$ cat config.mk
export PLATFORM = sky130hd
export DESIGN_NAME = if_fetch_unit
export DESIGN_NICKNAME = d
export VERILOG_FILES = /design/src/rtl/if_fetch_unit_pkg.sv /design/src/rtl/if_npc_sel.sv /design/src/rtl/if_fetch_unit.sv
export SDC_FILE = /design/constraint.sdc
export NUM_CORES = 1
export LEC_CHECK = 0
export CORE_MARGIN = 5
export CORE_UTILIZATION = 25
export CTS_BUF_LIST = sky130_fd_sc_hd__clkbuf_4
export DETAILED_ROUTE_END_ITERATION = 10
export PLACE_DENSITY = 0.61
export SYNTH_ARGS = -nofsm -noshare
export SYNTH_HDL_FRONTEND = slang
export SYNTH_SLANG_ARGS = --single-unit
$ cat constraint.sdc
create_clock -name cpu_clk -period 7.1 [get_ports cpu_clk]
set_input_delay 0.71 -clock cpu_clk [delete_from_list [all_inputs] [get_ports cpu_clk]]
set_output_delay 0.71 -clock cpu_clk [all_outputs]
set_load 0.01 [all_outputs]
$ cat src/rtl/if_fetch_unit_pkg.sv
// ============================================================================
// if_fetch_unit_pkg : shared fetch-stage types and constants
// Rev 1.0 - initial release
// ============================================================================
`default_nettype none

package if_fetch_unit_pkg;

    typedef enum logic [1:0] {
        ST_BOOT = 2'd0,
        ST_RUN  = 2'd1,
        ST_HOLD = 2'd2
    } fetch_state_t;

    localparam logic [31:0] DEFAULT_RESET_PC = 32'h0000_0000;
    localparam logic [31:0] NOP_INST         = 32'h0000_0000;

    // Redirect targets are word aligned by dropping the low two bits.
    function automatic logic [31:0] align_word(input logic [31:0] addr);
        return addr & 32'hFFFF_FFFC;
    endfunction

endpackage

`default_nettype wire

$ cat src/rtl/if_npc_sel.sv
// ============================================================================
// if_npc_sel : next-PC priority mux (branch > jump > stall > sequential)
// Rev 1.0 - initial release
// ============================================================================
`default_nettype none

module if_npc_sel
    import if_fetch_unit_pkg::*;
#(
    parameter logic [31:0] PC_STEP = 32'd4
) (
    input  logic [31:0] pc_q,
    input  logic        stall,
    input  logic        flush_b,
    input  logic [31:0] br_target,
    input  logic        flush_jump,
    input  logic [31:0] jmp_target,
    output logic [31:0] npc,
    output logic        redirect
);

    assign redirect = flush_b | flush_jump;

    always_comb begin
        npc = pc_q + PC_STEP;
        if (flush_b) begin
            npc = align_word(br_target);
        end else if (flush_jump) begin
            npc = align_word(jmp_target);
        end else if (stall) begin
            npc = pc_q;
        end
    end

endmodule

`default_nettype wire

$ cat src/rtl/if_fetch_unit.sv
// ============================================================================
// if_fetch_unit : instruction fetch stage driving a synchronous IROM.
// Optional trace outputs (inst_valid_IF_out, fetch_cnt) under IF_TRACE_EN.
// Rev 1.0 - initial release
// ============================================================================
`default_nettype none

module if_fetch_unit
    import if_fetch_unit_pkg::*;
#(
    parameter logic [31:0] RESET_PC = DEFAULT_RESET_PC,
    parameter logic [31:0] PC_STEP  = 32'd4
) (
    input  logic        cpu_clk,
    input  logic        cpu_rst,
    input  logic        nop_data,
    input  logic        Flush_B,
    input  logic [31:0] br_target,
    input  logic        Flush_jump,
    input  logic [31:0] jmp_target,
    output logic [31:0] irom_addr,
    output logic        irom_en,
    input  logic [31:0] irom_data,
    output logic [31:0] pc_IF_out,
    output logic [31:0] pc4_IF_out,
    output logic [31:0] inst_IF_out
`ifdef IF_TRACE_EN
    ,
    output logic        inst_valid_IF_out,
    output logic [31:0] fetch_cnt
`endif
);

    fetch_state_t state, state_d;
    logic [31:0]  pc_q, pc_d;
    logic [31:0]  hold_inst, hold_d;
    logic [31:0]  npc;
    logic         redirect;

    if_npc_sel #(
        .PC_STEP (PC_STEP)
    ) u_npc_sel (
        .pc_q       (pc_q),
        .stall      (nop_data),
        .flush_b    (Flush_B),
        .br_target  (br_target),
        .flush_jump (Flush_jump),
        .jmp_target (jmp_target),
        .npc        (npc),
        .redirect   (redirect)
    );

    always_ff @(posedge cpu_clk or posedge cpu_rst) begin
        if (cpu_rst) begin
            state     <= ST_BOOT;
            pc_q      <= RESET_PC;
            hold_inst <= NOP_INST;
        end else begin
            state     <= state_d;
            pc_q      <= pc_d;
            hold_inst <= hold_d;
        end
    end

    always_comb begin
        state_d     = state;
        pc_d        = pc_q;
        hold_d      = hold_inst;
        irom_addr   = npc;
        irom_en     = 1'b1;
        inst_IF_out = irom_data;
        pc_IF_out   = pc_q;
        case (state)
            ST_BOOT: begin
                irom_addr   = RESET_PC;
                inst_IF_out = NOP_INST;
                pc_d        = RESET_PC;
                state_d     = ST_RUN;
            end
            ST_RUN: begin
                pc_d = npc;
                // Capture the word now, the IROM output is not valid while disabled.
                if (nop_data && !redirect) begin
                    hold_d  = irom_data;
                    irom_en = 1'b0;
                    state_d = ST_HOLD;
                end
            end
            ST_HOLD: begin
                inst_IF_out = hold_inst;
                pc_d        = npc;
                if (nop_data && !redirect) begin
                    irom_en = 1'b0;
                end else begin
                    state_d = ST_RUN;
                end
            end
            default: begin
                state_d = ST_BOOT;
            end
        endcase
    end

    assign pc4_IF_out = pc_IF_out + PC_STEP;

`ifdef IF_TRACE_EN
    logic [31:0] fetch_cnt_q;

    always_ff @(posedge cpu_clk or posedge cpu_rst) begin
        if (cpu_rst) begin
            fetch_cnt_q <= 32'd0;
        end else if (state == ST_RUN && !nop_data && !redirect) begin
            fetch_cnt_q <= fetch_cnt_q + 32'd1;
        end
    end

    assign fetch_cnt         = fetch_cnt_q;
    assign inst_valid_IF_out = (state != ST_BOOT) && !redirect;
`endif

endmodule

`default_nettype wire
== After elaboration in Yosys (flattened, before gate mapping) ==
Index checks and enable logic that the tools add are counted.
Storage, ports and cells
  bits of input ports: 101
  register bits after elaboration: 66
Operators by class
  reduce and logical (&&, ||, !) cells: 7
  $add $sub $neg: 1
  bitwise operators: 1
  multiplexer cells: 11
  eq/ne operators: 4
Operators by type and width (count)
  32-bit 2-to-1 mux: 4
  32-bit one-hot mux with 2 select lines: 2
  32-bit by 3-bit adder with 32-bit output, second input constant: 1
  2-bit one-hot mux with 3 select lines: 1
  2-bit 2-to-1 mux: 2
  2-bit inequality test, second input constant: 2
  2-bit AND reduction: 2
  2-bit by 1-bit == test with 1-bit output, second input constant: 1
  2-bit == test, second input constant: 1
  2-bit logical NOT: 1
  1-bit 2-to-1 mux: 2
  2-bit nonzero test: 1
  2-bit OR reduction: 1
  1-bit logical AND: 1
  1-bit logical NOT: 1
  1-bit OR: 1

== Depth between registers and ports, before layout ==
Gate-level depths: netlist of the first run.
  depth after elaboration: 5
  depth in mapped cells: 9
  mapped depth without buffers: 6

== Hierarchy ==
Synthesis of the first run repeated with hierarchy kept, for this count alone.
Second synthesis, totals
  cell total of the unflattened synthesis: 556
  area, all modules: 4904.7 um2
By module, submodules not included
  if_fetch_unit: seq. area each 1651.6 um2, area each 3754.9 um2, times used 1, cells an instance 373
  if_npc_sel: seq. area each 0.0 um2, area each 1149.9 um2, times used 1, cells an instance 183

== Least setup slack after synthesis of the first run ==
OpenSTA, ideal clock, no wires.
  kind: register to output
  from: register pc_q[2] (netlist: pc_IF_out[2])
  to: output irom_addr[30]
  stages on the path, launching flop included: 9
  slack: 4.033 ns
  data arrival time: 2.357 ns
  path through: dfrtp_1 > ha_1 > buf_2 > nand3_1 > or3_1 > buf_2 > or4_4 > mux2_2 > nor2_1
On the way
  cells in the longest elaborated chain, start to end: 5
Ends and longest elaborated chain
  from (decl): RTL line if_fetch_unit.sv:35  | logic [31:0] pc_q, pc_d;
  from (signal assigned): RTL line if_fetch_unit.sv:60  | pc_q <= pc_d;
  32-bit by 3-bit adder with 32-bit output: RTL line if_npc_sel.sv:25  | npc = pc_q + PC_STEP;
  32-bit 2-to-1 mux: RTL line if_npc_sel.sv:30  | end else if (stall) begin
  32-bit 2-to-1 mux: RTL line if_npc_sel.sv:28  | end else if (flush_jump) begin
  32-bit 2-to-1 mux: RTL line if_npc_sel.sv:26  | if (flush_b) begin
  32-bit 2-to-1 mux: RTL line if_fetch_unit.sv:73  | case (state)
  to (decl): RTL line if_fetch_unit.sv:21  | output logic [31:0] irom_addr,
Every way passes these cells.

== Final worst setup path of the first run ==
  from: register pc_q[2] (netlist: pc_IF_out[2])
  to: output irom_addr[26]
Same word-level chain as after synthesis.

==> out/summary.txt, run 1 <==
skew final = 0.0172 ns
FF-to-FF setup slack = 4.12 ns
Die W = 157 um
DP Area = 0.00779 mm^2
kind of critical path = reg -> out
multiplexer area fraction after synthesis = 0.0860
final wirelength = 22100 um
Cells after Synth = 683
layout cell share with drive strength beyond 1 = 0.0800
Net Sw Power = 1.18 mW
DP HPWL = 15900 um
Simple-Gate Fraction of Synth Area = 0.275
Via density = 5.13
Synth Area per Inst = 7.91 um^2
worst skew pair latency = 0.45 ns
crit share post-route = 0.648
Setup crit start = pc_IF_out[2]
Comb power frac = 0.589
CP Depth = 7
post-synthesis register bit count = 66
min Tclk post-route = 4.60 ns
Async S/R FF share, synth = 1.00
maximum vdd drop = 0.000154 V
Initial DRC Count = 453
# rows = 53
slew margin rel. = 0.300
critical path, cell by cell = ha_1, nor2b_1, nand4_1, nor3_1, xnor2_1, a211oi_1, clkdlybuf4s50_1
TritonCTS clock tree = yes
Die Span Y = 157 um
CTS H-tree depth = 3
Final ANT Viol Nets = 0
initial core utilization = 0.255
pwr dens = 342 mW/mm^2
Fin. Hold Viols = 0
vias in the first global route = 5719
ys flop type = dfrtp_1
router iterations before antenna repair = 5
DRC = 0
Resized cells post-CTS = 0
startpoint types = flip-flop
core area = 0.0212 mm^2
Max Cap Violations = 0
post-synthesis xor/xnor area fraction = 0.0665
Yosys warning total = 0
Sw Ratio = 0.433
worst hold path class = reg -> reg
RSZ-0062 raised after global routing = no
Synth Cell Area = 0.00540 mm^2
largest net degree at the start of global routing = 67
total global-route track usage = 0.176
initial antenna violation count = 1
synthesized net count = 789
Seq/Total Area, Yosys = 0.306
TritonCTS buffer count = 9
Avg WL per Cell = 19.4 um
P_int = 1.54 mW
CTS clk-pin slew, worst paths = 0.12 ns
largest family of logic cells by synthesized area = simple AND/OR/NAND/NOR gates
Fin Setup TNS = 0 ns
CP endpoint kind = output port
Crit path max-delay family = simple AND/OR/NAND/NOR gates
RePlAce Congestion = 0.847
die area = 0.0246 mm^2
number of diodes = 0
compound-gate portion of the synthesized area = 0.192
Buf/Inv on CP = 1
Design Area, Final = 0.00795 mm^2
Max Freq = 0.217 GHz
Root Driver = clkbuf_4
actual slew at the worst max-slew pin = 1.05 ns
worst endpoint required time = 6.39 ns
area growth from synthesis to layout = 47.2%
max incr delay on CP = 0.59 ns
grt ovf = 0
vias = 5833
Clock power frac = 0.113
number of synthesized flops with an enable pin = 0
TritonCTS Sinks = 66
origin of the critical flop-to-flop path = pc_IF_out[2]
nets@finish = 964
first-pass GRT wire length = 33700 um
LEAKAGE = 2.96 nW
Bufs on Longest Clock Path = 2
# Post-CTS Setup Buffers = 0
Synth cell types = 61
slowest stage cell on the critical path = clkdlybuf4s50_1
hold_buf cts = 0
adder-cell share of the synthesized area = 0.0116
register share of total power = 0.297
IO buf count = 225
CP max FO = 11
Slew Limit Fails = 0
Critical Path Sink = irom_addr[26]
RR Endpoint = pc_IF_out[28]
Crit path arrival time = 3.89 ns
status = complete, no violations
# setup viols final = 0
I/O pin count = 230
R2R cell count = 6
==> worst min path at each step <==
stage	startpoint	endpoint	depth (start not counted)
floorplan	hold_inst[2]	hold_inst[2]	1
global placement	hold_inst[2]	hold_inst[2]	1
detailed placement	hold_inst[2]	hold_inst[2]	1
CTS	hold_inst[2]	hold_inst[2]	1
global route	hold_inst[22]	hold_inst[22]	1
finish	hold_inst[2]	hold_inst[2]	1
==> Yosys cell counts, types with 10 or more instances <==
cell,instances,area share
clkbuf_1,49,0.034
dfrtp_1,66,0.31
nor2_1,46,0.032
nand2_1,82,0.057
nor3_1,24,0.022
o21ai_0,57,0.053
xnor2_1,23,0.037
nand3_1,16,0.015
mux2_2,34,0.071
inv_1,15,0.010
xor2_1,18,0.029
buf_1,10,0.0070
nand2b_1,38,0.044
nand4_1,22,0.025
a21oi_1,21,0.019
==> registers in the layout, summed over array words and instances (netlist names) <==
register / count
hold_inst: 32
state: 2
pc_IF_out: 32
==> placed cells by master, fill, tap and decap left out, drive strengths merged, types with 4 or more instances in the layout <==
cell           netlist  routed
and4                 7       7
a221oi               5       5
nand2               82      82
nor2b                6       6
nand2b              38      38
or3                  5       5
o21ai               58      58
nand4               22      22
o31a                 5       5
o31ai                5       5
clkinv               1       5
buf                 21       9
and3                 9       9
o21a                 5       5
xnor2               23      23
xor2                18      18
nand3               18      18
inv                 15      15
nor2                46      46
a22oi                9       9
or4                  5       5
nand4b               4       4
o22ai               10      10
o211a                4       4
a211oi               6       6
nor3                24      24
o211ai               6       6
clkdlybuf4s50        0     225
nor4                 9       9
clkbuf              49       9
a21oi               21      21
dfrtp               66      66
mux2                35      35
ha                   5       5
mux2i                7       7
==> cell type report <==
| cell class | instances | area [um^2] |
|---|---|---|
| clock buffer | 9 | 67.6 |
| clock inverter | 7 | 93.8 |
| fill | 2176 | 13200 |
| inverter | 16 | 60.1 |
| multi-input combinational | 531 | 3410 |
| sequential | 66 | 1650 |
| tap | 275 | 344 |
| timing repair buffer | 234 | 2320 |
==> per-stage QoR <==
stage          hold WS (ns)  instances  utilization  worst slack [ns]  power (mW)
4_1_cts               0.515       1138        0.376              2.46        2.76
5_1_grt               0.537       1138        0.376              2.20        2.92
2_1_floorplan         0.458        683            -              4.03        1.56
3_5_place_dp          0.483       1122        0.368              2.61        2.43
6_report              0.507       1138        0.376              2.50        2.72
3_3_place_gp          0.470       1122        0.368              2.62        2.42
==> power by group through the flow <==
| stage | logic [mW] | clock network, mW | registers (mW) |
|---|---|---|---|
| finish | 1.60 | 0.308 | 0.808 |
| global route | 1.74 | 0.336 | 0.847 |
| CTS | 1.63 | 0.322 | 0.807 |
| detailed placement | 1.62 | 0 | 0.816 |
| global placement | 1.61 | 0 | 0.807 |
| floorplan | 0.864 | 0 | 0.698 |
==> logic make-up after synthesis <==
family | Yosys count
DFF | 66
and+or+nand+nor | 285
AOI/OAI and AO/OA | 158
muxes | 42
buffers and inverters | 86
adders and majority gates | 5
xor gates and xnor gates | 41
==> routing by layer <==
layer / vias to the layer above / track usage / share of wire / wire (um)
met5: - / 0 / 0.00059 / 13
met4: 2 / 0.0616 / 0.028 / 614
met3: 42 / 0.0500 / 0.085 / 1870
met2: 265 / 0.281 / 0.45 / 9980
met1: 2731 / 0.230 / 0.43 / 9570
li1: 2793 / - / - / -
No activity file was read; power rests on OpenSTA's default activity.
==> inputs of run 2 (changes only) <==
- PLACE_DENSITY: 0.61 -> 0.63
- clock period: 7.1 -> 4.1 ns (I/O delays scaled with it)
==> run 2 against run 1 <==
Effect of this change:
- utilization increased by 0.65 points
- cell count grew 0.97%
- worst hold slack about the same
- sequential share of layout area down 0.35 points
- count of clock-buffer cells in the layout is the same
- flip-flop and latch count is the same
- critical endpoint is now irom_addr[30]
- critical path type unchanged
==> out/summary.txt, run 2 (synthesis gave the netlist of run 1 again) <==
crit share post-route = 0.931
worst skew pair latency = 0.44 ns
R2R cell count = 6
total global-route track usage = 0.173
Fin Setup TNS = 0 ns
router iterations before antenna repair = 6
hold_buf cts = 0
die area = 0.0246 mm^2
Buf/Inv on CP = 1
TritonCTS buffer count = 9
most frequent cells in the layout = clkdlybuf4s50_1 (225), nand2_1 (82), dfrtp_1 (66), o21ai_0 (57), nor2_1 (46)
CP max FO = 7
LEAKAGE = 3.03 nW
kind of critical path = reg -> out
FF-to-FF setup slack = 1.61 ns
# rows = 53
Setup WS post-layout = 0.284 ns
vias = 5773
IO buf count = 225
initial antenna violation count = 2
DRC = 0
max incr delay on CP = 0.61 ns
met3 usage = 0.0487
RSZ-0062 raised after global routing = no
startpoint types = flip-flop
Max Freq = 0.262 GHz
critical path, cell by cell = ha_1, nand3_1, or3_1, or4_4, mux2_2, nor2_1, clkdlybuf4s50_1
largest net degree at the start of global routing = 67
pwr dens = 600 mW/mm^2
Fin. Hold Viols = 0
DP HPWL = 16200 um
layout cell share with drive strength beyond 1 = 0.0916
Critical Path Sink = irom_addr[30]
Crit path arrival time = 3.41 ns
skew final = 0.0114 ns
Initial DRC Count = 491
Via density = 5.02
# setup viols final = 0
Top Usage Layer GRT = met2
# Post-CTS Setup Buffers = 0
I/O pin count = 230
Final ANT Viol Nets = 0
first-pass GRT wire length = 33300 um
min Tclk post-route = 3.82 ns
RR Endpoint = pc_IF_out[30]
Resized cells post-CTS = 0
origin of the critical flop-to-flop path = pc_IF_out[2]
core area = 0.0212 mm^2
vias in the first global route = 5632
met2 global-route usage = 0.281
Die W = 157 um
initial core utilization = 0.255
final wirelength = 21900 um
worst hold path class = reg -> reg
CTS clk-pin slew, worst paths = 0.13 ns
most common cell after layout, fill and taps aside = clkdlybuf4s50_1
actual slew at the worst max-slew pin = 1.04 ns
Setup crit start = pc_IF_out[2]
grt ovf = 0
Crit path max-delay family = simple AND/OR/NAND/NOR gates
M1 GR Usage = 0.228
slowest stage cell on the critical path = or4_4
Slew Limit Fails = 0
CP Depth = 7
CTS H-tree depth = 3
CP endpoint kind = output port
Avg WL per Cell = 19.0 um
Die Span Y = 157 um
worst endpoint required time = 3.69 ns
TritonCTS clock tree = yes
worst slack, placed = 0.765 ns
status = complete, no violations
maximum vdd drop = 0.000282 V
Power, Total = 4.85 mW
Max Cap Violations = 0
nets@finish = 974
area growth from synthesis to layout = 49.7%
Bufs on Longest Clock Path = 2
TritonCTS Sinks = 66
slew margin rel. = 0.304
hold slack = 0.507 ns
Root Driver = clkbuf_4
RePlAce Congestion = 0.830
run 2: cell count changes in the layout (fill, tap and decap cells not counted), sizes merged:
cell and delta:
buf +10, clkinv -2, diode +1, bufinv +2
run 2: where the power goes:
| part | switching, mW | total [mW] | internal (mW) |
|---|---|---|---|
| combinational | 1.31 | 2.81 | 1.50 |
| sequential | 0.450 | 1.39 | 0.943 |
| clock | 0.279 | 0.649 | 0.370 |
run 2: worst min path at each step:
stage / start / to / depth (start not counted)
floorplan: hold_inst[2] / hold_inst[2] / 1
global placement: hold_inst[2] / hold_inst[2] / 1
detailed placement: hold_inst[2] / hold_inst[2] / 1
CTS: hold_inst[2] / hold_inst[2] / 1
global route: hold_inst[11] / hold_inst[11] / 1
finish: hold_inst[2] / hold_inst[2] / 1
run 2: area by class of cell:
| class | count | area (um^2) |
|---|---|---|
| multi-input combinational | 531 | 3410 |
| sequential | 66 | 1650 |
| clock inverter | 7 | 141 |
| fill | 2183 | 13100 |
| clock buffer | 9 | 67.6 |
| tap | 275 | 344 |
| timing repair buffer | 244 | 2410 |
| inverter | 16 | 60.1 |
| antenna | 1 | 2.50 |
run 2: metal layers:
metal / wire, um / share of wire / vias to the layer above
li1: - / - / 2806
met1: 9440 / 0.43 / 2699
met2: 10100 / 0.46 / 237
met3: 1860 / 0.085 / 29
met4: 417 / 0.019 / 2
met5: 13 / 0.00059 / -
run 2: metrics by stage:
step                std cells   util  area (um^2)
finish                   1149  0.382         8090
detailed placement       1132  0.372         7880
CTS                      1148  0.382         8080
floorplan                 683      -         5400
global route             1149  0.382         8090
global placement         1132  0.372         7880
==> inputs of run 3 (changes only) <==
- CAP_MARGIN: unset -> 20
==> results of run 3 <==
Final layout, timing and power as in run 2 (identical DEF).
